File: config.mk
export PLATFORM = sky130hd
export DESIGN_NAME = ring_fracture_sched_flat
export DESIGN_NICKNAME = d
export VERILOG_FILES = /design/src/rtl/ring_fracture_sched_if.sv /design/src/rtl/ring_fracture_sched.sv /design/src/flat_wrapper.sv
export SDC_FILE = /design/constraint.sdc
export NUM_CORES = 1
export LEC_CHECK = 0
export ABC_CLOCK_PERIOD_IN_PS = 5750
export CELL_PAD_IN_SITES_DETAIL_PLACEMENT = 1
export CELL_PAD_IN_SITES_GLOBAL_PLACEMENT = 2
export CORE_MARGIN = 4
export CORE_UTILIZATION = 31
export DETAILED_ROUTE_END_ITERATION = 8
export PLACE_DENSITY = 0.83
export SLEW_MARGIN = 5
export SYNTH_ARGS = -nofsm -noshare
export SYNTH_HDL_FRONTEND = slang
export SYNTH_SLANG_ARGS = --single-unit
File: constraint.sdc
create_clock -name clk_sys -period 5.75 [get_ports clk_sys]
set_input_delay 0.575 -clock clk_sys [delete_from_list [all_inputs] [get_ports clk_sys]]
set_output_delay 0.575 -clock clk_sys [all_outputs]
set_load 0.01 [all_outputs]
File: src/rtl/ring_fracture_sched_if.sv
// Bus bundle for the ring fracture scheduler: sample inputs, threshold,
// clear strobes and sticky status outputs.
interface ring_fracture_sched_if #(
  parameter int NCH = 8,
  parameter int DW  = 16
);
  logic [NCH*DW-1:0] ph_ring;
  logic [NCH-1:0]    ph_vld;
  logic [DW-1:0]     cfg_ring_th;
  logic [NCH-1:0]    clr_fracture;
  logic [NCH-1:0]    stu_fracture;
  logic [NCH-1:0]    stu_overrun;
  logic              busy;

  modport master (
    output ph_ring, ph_vld, cfg_ring_th, clr_fracture,
    input  stu_fracture, stu_overrun, busy
  );

  modport slave (
    input  ph_ring, ph_vld, cfg_ring_th, clr_fracture,
    output stu_fracture, stu_overrun, busy
  );
endinterface

File: src/rtl/ring_fracture_sched.sv
// Shared-comparator scheduler for the phase ring channels. Each channel holds
// one sample; a round-robin arbiter feeds one pending sample per clock into a
// single below-threshold comparator whose hits are debounced per channel into
// sticky fracture flags. Overwriting an unserviced sample raises sticky overrun.
module ring_fracture_sched #(
  parameter int NCH     = 8,
  parameter int DW      = 16,
  parameter int DEB_CNT = 3
) (
  input logic             clk_sys,
  input logic             rst_n,
  ring_fracture_sched_if.slave bus
);
  localparam int PW = (NCH > 1) ? $clog2(NCH) : 1;
  localparam logic [2:0] DEB = 3'(DEB_CNT);

  logic [NCH-1:0] pend;
  logic [DW-1:0]  hold [NCH];
  logic [2:0]     cnt  [NCH];
  logic [PW-1:0]  ptr;
  logic [NCH-1:0] fracture;
  logic [NCH-1:0] overrun;

  logic           gnt_vld;
  logic [PW-1:0]  gnt_idx;
  logic [NCH-1:0] gnt_oh;
  logic           hit;
  logic [2:0]     cnt_cur;
  logic [2:0]     cnt_inc;
  logic [2:0]     cnt_next;
  logic [NCH-1:0] set_frac;
  logic [NCH-1:0] set_ovr;

  // Round-robin search for the first pending channel starting at ptr.
  always_comb begin
    logic [PW-1:0] idx;
    gnt_vld = 1'b0;
    gnt_idx = '0;
    idx     = '0;
    for (int k = 0; k < NCH; k++) begin
      idx = PW'((int'(ptr) + k) % NCH);
      if (!gnt_vld && pend[idx]) begin
        gnt_vld = 1'b1;
        gnt_idx = idx;
      end
    end
  end

  // Threshold compare of the granted sample and debounce-counter next state.
  always_comb begin
    gnt_oh = '0;
    if (gnt_vld) gnt_oh[gnt_idx] = 1'b1;
    cnt_cur  = cnt[gnt_idx];
    cnt_inc  = cnt_cur + 3'd1;
    hit      = gnt_vld && (hold[gnt_idx] < bus.cfg_ring_th);
    cnt_next = !hit ? 3'd0 : ((cnt_cur >= DEB) ? DEB : cnt_inc);
    set_frac = (hit && (cnt_inc == DEB)) ? gnt_oh : '0;
    set_ovr  = pend & ~gnt_oh & bus.ph_vld;
  end

  // Capture, arbitration pointer, debounce counters and sticky status.
  always_ff @(posedge clk_sys or negedge rst_n) begin
    if (!rst_n) begin
      pend     <= '0;
      ptr      <= '0;
      fracture <= '0;
      overrun  <= '0;
      for (int i = 0; i < NCH; i++) begin
        hold[i] <= '0;
        cnt[i]  <= '0;
      end
    end else begin
      if (gnt_vld) ptr <= (gnt_idx == PW'(NCH - 1)) ? '0 : gnt_idx + PW'(1);
      for (int i = 0; i < NCH; i++) begin
        if (bus.ph_vld[i]) begin
          hold[i] <= bus.ph_ring[i*DW +: DW];
          pend[i] <= 1'b1;
        end else if (gnt_oh[i]) begin
          pend[i] <= 1'b0;
        end
        if (set_ovr[i])               overrun[i] <= 1'b1;
        else if (bus.clr_fracture[i]) overrun[i] <= 1'b0;
        if (set_frac[i])              fracture[i] <= 1'b1;
        else if (bus.clr_fracture[i]) fracture[i] <= 1'b0;
        if (bus.clr_fracture[i])      cnt[i] <= '0;
        else if (gnt_oh[i])           cnt[i] <= cnt_next;
      end
    end
  end

  assign bus.stu_fracture = fracture;
  assign bus.stu_overrun  = overrun;
  assign bus.busy         = |pend;
endmodule

File: src/flat_wrapper.sv
// flat-port wrapper written by rule: the top's interface ports become plain ports
module ring_fracture_sched_flat 
#(
  parameter int NCH     = 8,
  parameter int DW      = 16,
  parameter int DEB_CNT = 3
)
  (clk_sys, rst_n, bus_ph_ring, bus_ph_vld, bus_cfg_ring_th, bus_clr_fracture, bus_stu_fracture, bus_stu_overrun, bus_busy);
  ring_fracture_sched_if #(.NCH(NCH), .DW(DW)) bus_i ();
  input logic clk_sys;
  input logic rst_n;
  input wire logic [$bits(bus_i.ph_ring)-1:0] bus_ph_ring;
  input wire logic [$bits(bus_i.ph_vld)-1:0] bus_ph_vld;
  input wire logic [$bits(bus_i.cfg_ring_th)-1:0] bus_cfg_ring_th;
  input wire logic [$bits(bus_i.clr_fracture)-1:0] bus_clr_fracture;
  output wire logic [$bits(bus_i.stu_fracture)-1:0] bus_stu_fracture;
  output wire logic [$bits(bus_i.stu_overrun)-1:0] bus_stu_overrun;
  output wire logic [$bits(bus_i.busy)-1:0] bus_busy;
  assign bus_i.ph_ring = bus_ph_ring;
  assign bus_i.ph_vld = bus_ph_vld;
  assign bus_i.cfg_ring_th = bus_cfg_ring_th;
  assign bus_i.clr_fracture = bus_clr_fracture;
  assign bus_stu_fracture = bus_i.stu_fracture;
  assign bus_stu_overrun = bus_i.stu_overrun;
  assign bus_busy = bus_i.busy;
  ring_fracture_sched #(.NCH(NCH), .DW(DW), .DEB_CNT(DEB_CNT)) u_core (.clk_sys(clk_sys), .rst_n(rst_n), .bus(bus_i));
endmodule
## After elaboration in Yosys (flattened, before gate mapping)

Cells that the tools add are included.

- Reduce and logical (&&, ||, !) cells: 50
- $lt $le $gt $ge: 13
- Equal/unequal tests: 2
- Mux-type cells: 101
- Bitwise gates (word level): 4
- Add/sub/neg operators: 9

Operators by type and width:

| operator | count |
|---|---|
| $mux W3 | 29 |
| $reduce_bool A2 Y1 | 32 |
| $mux W1 | 57 |
| $bmux W16 S3 | 1 |
| $lt A3 B4 Y1 const B | 9 |
| $mux W16 | 2 |
| $bmux W1 S3 | 8 |
| $and A8 B8 Y8 | 2 |
| $lt A16 B16 Y1 | 1 |
| $mux W8 | 2 |
| $add A3 B3 Y3 const B | 4 |
| $logic_and A1 B1 Y1 | 10 |
| $add A3 B1 Y3 const B | 3 |
| $bmux W3 S3 | 1 |
| $not A8 Y8 | 1 |
| $reduce_or A8 Y1 | 1 |
| $logic_not A1 Y1 | 7 |
| $add A3 B2 Y3 const B | 2 |
| $ge A4 B4 Y1 const B | 1 |
| $not A3 Y4 | 1 |
| $demux W1 S3 | 1 |
| $eq A3 B2 Y1 const B | 1 |
| $eq A3 B3 Y1 const B | 1 |
| $ge A3 B1 Y1 const B | 1 |
| $ge A3 B2 Y1 const B | 1 |

- Word-level logic and storage cells: 220
- Input bits: 162
- Output and inout bits: 17
- Bits in registers: 179

## Longest topological paths before layout

- Word-level depth: 33
- Mapped depth: 34
- Mapped depth without buffers: 24

## Least setup slack after synthesis

No wires, ideal clock.

- Path type: reg-to-reg
- From: register u_core.ptr[0]
- To: register u_core.cnt[11] (netlist bit)
- Setup slack: -0.369 ns
- Period minus slack after synthesis: 6.119 ns
- Setup time: 0.104 ns
- Data required time: 5.646 ns
- Data arrival time: 6.016 ns
- Buffers on the path: 9
- Stages on the path, launching flop included: 34
- Path through: dfrtp_1 buf_6 buf_6 buf_2 inv_1 ha_1 buf_2 inv_1 mux4_2 a32oi_1 nor2_1 a21oi_1 or2_1 buf_2 inv_2 buf_2 buf_2 buf_1 nand2_1 nand3_1 nand3_1 nand2_1 ha_1 a21o_1 a21o_1 a21o_1 a21o_1 a21oi_1 o211a_1 nand3_1 o31ai_1 o21ba_2 buf_6 o41ai_2

- Word-level cells in the longest chain between the ends: 33
- Elaborated cells between the ends (all ways): 75
- Classes of those cells: add/sub (8); order compare (4); mux (45); bitwise (1); reduce/logical (17)

Ends and longest elaborated chain:

| what | RTL line | text |
|---|---|---|
| start: declaration | ring_fracture_sched.sv:20 | `logic [PW-1:0] ptr;` |
| start signal: assignment | ring_fracture_sched.sv:73 | `if (gnt_vld) ptr <= (gnt_idx == PW'(NCH - 1)) ? '0 : gnt_idx + PW'(1);` |
| branches (longest 33 deep; another with $add A3 B1 Y3) | - |  |
| end signal: indexed assignment | ring_fracture_sched.sv:86 | `else if (gnt_oh[i]) cnt[i] <= cnt_next;` |
| end: declaration | ring_fracture_sched.sv:19 | `logic [2:0] cnt [NCH];` |

Several ways; the timed one is not identified. The select of a mux whose other input is x is not followed.
A chain may end at the register's enable or synchronous reset.

## Worst setup path in the final report

- From: register u_core.ptr[1]
- To: register u_core.cnt[20] (netlist bit)

Same word-level chain as after synthesis.

==> metrics.txt <==
fmax 183.0 MHz; # fillers 3590; Seq/Total Area, Yosys between 40% and 50%; Net Switching 4.053 mW; Worst-Margin Slew just over 1000 ps; Yosys Warn Count 0; via count a little over 8000; Routed WL roughly 34000 um; period utilisation layout 95.03%; Fin Setup TNS 0 ps; Worst R2R Path Depth 25; Critical Path AT 5790 ps; Slew Viols, Final 0; critical path's top delay family compound AO/OA/AOI/OAI gates; DP Worst Slack 42.42 ps; Clock Pin Slew Worst Setup and Hold Paths 80 ps; Worst Setup End Kind flip-flop; Hold Path Class input pin to async pin; global-route wire length before repair 52740 um; IO buf count 178; Max VDD drop ~0.39 mV; Hold Vio Cnt, Final 0; drt initial violations 510; cell leakage power 5.530 nW; Final Instance Area between 10000 and 15000 um2; HPWL Detailed 25400 um; CP startpoint kind flip-flop; Setup WS post-layout about 290 ps; switching share of power between 40% and 50%; die width about 190 um; min Tclk post-route 5464 ps; FF+latch count, synth roughly 180; Pwr Total 8.268 mW; I/O pin cnt 179; internal power 4.215 mW; Cell variety after synth 70; Synth Area per Inst 10.47 um2; placed insts about 1600; Hold WS 111.1 ps; Hold-fix buffers, CTS 0; Mapped Cells 967; DIE AREA 35620 um2; CTS buffer count 17; async set-reset flop share out of synthesis 100.0%; Setup violations, final 0; pin count of the biggest net entering global routing 73; clock power share 14.5%; vias in the first global route 8976; Non-Filler Instances ~1600; Max-Cap Viols 0; Core Box Area 31880 um2; Slew Limit Headroom 30.61%; Routed Antenna Nets 0; most frequent cells in the layout 179 x dfrtp_1, 177 x clkdlybuf4s50_1, 164 x nand2_1; CP Class flip-flop to flip-flop; ant diodes 0; initial antenna violation count 7; slowest stage delay, CP around 550 ps; Starting Density 31.76%; Max FO, Critical Path 26; total track usage 18.82%; clock skew 18.87 ps; critical path depth in cells 25; drt pass-1 iters 5; TritonCTS clock tree built; Sequential Power Share a little over 20%; CP max-delay cell mux4_2; Pwr Density approximately 620 nW/um2; row count 65; top_reg_cell synth dfrtp_1; critical path buffer and inverter count 5; share of layout cells above drive strength 1 between 20% and 30%; mapped cell area 10120 um2; Net Count, Synth 1151; WP data required 6080 ps; Die Y between 150 and 200 um; Longest Clk Path Bufs 2; DP Area 12560 um2; grt ovf 0; DRC Markers 0; H-Tree Level Count 4; most used cell, CP a21o_1; logic gate share of total power 65.0%; Post-synth EDFFs 0; commonest non-fill, non-tap cell in the layout dfrtp_1; Area Overhead vs Synth 31.07%; Root Buffer clkbuf_16; outcome finished, final reports clean; GPL Wtd Cong about 0.84; worst skew pair latency between 400 and 500 ps; final net count 1323; vias per cell 5.234; Core Util, Final 41.62%; clk sinks between 150 and 200; per-cell routed wire length ~22 um
layer usage:
metal	vias up	GRT usage (%)	routed length, um
met5	-	0	93
met4	14	3.924	495
met3	45	4.428	1992
met2	245	33.74	17590
met1	4167	23.18	14110
li1	3835	-	-
logic make-up after synthesis:
logic type / after synthesis / share of synthesized area [%]
compound gates: 127 / 10.78
xor+xnor: 2 / 0.1730
fa+ha+maj: 22 / 2.719
buf+inv: 109 / 4.436
flops: 179 / 44.24
mux: 168 / 20.67
simple gates: 360 / 16.98
power groups by stage:
stage | Combinational [mW] | Sequential (mW) | Clock [mW]
2_1_floorplan | 3.45 | 1.61 | 0
3_3_place_gp | 5.12 | 1.71 | 0
3_5_place_dp | 5.20 | 1.71 | 0
4_1_cts | 5.22 | 1.69 | 1.23
5_1_grt | 5.87 | 1.72 | 1.28
6_report | 5.37 | 1.70 | 1.20
synth_stat cells, types with 3 or more instances:
master / instances / share of area, %
a21boi_0: 4 / 0.30
a21o_1: 16 / 1.2
a21oi_1: 8 / 0.40
a31oi_1: 5 / 0.31
and2_1: 3 / 0.19
and3_1: 3 / 0.19
buf_1: 14 / 0.52
buf_2: 8 / 0.40
buf_6: 4 / 0.44
clkbuf_1: 40 / 1.5
dfrtp_1: 179 / 44
ha_1: 22 / 2.7
inv_1: 40 / 1.5
mux2_2: 136 / 15
mux2i_1: 12 / 1.2
mux4_2: 17 / 3.8
nand2_1: 164 / 6.1
nand2b_1: 3 / 0.19
nand3_1: 120 / 5.9
nand3b_1: 23 / 1.7
nand4_1: 7 / 0.43
nor2_1: 15 / 0.56
nor3_1: 3 / 0.15
o211ai_1: 8 / 0.59
o21ai_0: 18 / 0.89
o31ai_1: 18 / 1.3
o32ai_1: 3 / 0.26
o32ai_2: 8 / 1.3
o41ai_2: 7 / 1.1
or2_2: 5 / 0.31
or3_1: 4 / 0.25
timing repair:
| item | 4_1_cts | 5_1_grt |
|---|---|---|
| endpoints found under the setup margin | 0 | 32 |
| resized for setup | 0 | 15 |
| setup buffers | 0 | 1 |
sequential cells by signal, summed over array words and instances (netlist names):
signal / flops
u_core.bus.stu_fracture: 8
u_core.bus.stu_overrun: 8
u_core.cnt: 24
u_core.hold: 128
u_core.pend: 8
u_core.ptr: 3
worst reg2reg max path, stage by stage (launching register included):
cell and delay (ps):
dfrtp_1 360, clkinv_1 130, ha_4 350, buf_4 170, mux4_2 550, nand3b_4 220, a211o_1 270, nand2b_2 210
and2_4 220, inv_2 110, buf_4 170, nand3_1 80, nand3_1 90, nand2_1 60, ha_1 290, a21o_1 170
a21o_1 180, a21o_1 170, a21o_1 170, a21oi_1 140, o211a_1 190, nand3_1 110, o31ai_1 220, o21ba_4 230
buf_12 190, o41ai_2 320
path summary, 6_finish.rpt:
path	start	slack (ps)	to
worst min-delay path	rst_n	110	u_core.hold[102]
worst max register to register	u_core.ptr[1]	290	u_core.cnt[20]
min in group clk_sys	u_core.hold[19]	510	u_core.hold[19]
worst max-delay path	u_core.ptr[1]	290	u_core.cnt[20]
max in group asynchronous	rst_n	4340	u_core.pend[2]
worst min register to register	u_core.hold[19]	510	u_core.hold[19]
cell type report:
type | instances | area, um2 | share of cell area, %
well taps | 435 | 544.3 | 4.101
inverters | 43 | 163.9 | 1.235
clock inverters | 14 | 180.2 | 1.358
clock buffers | 18 | 439.2 | 3.309
flip-flops and latches | 179 | 4479 | 33.75
repair buffers | 219 | 2191 | 16.51
multi-input cells | 679 | 5273 | 39.73
Note: power is estimated with default switching activity, not from simulation.
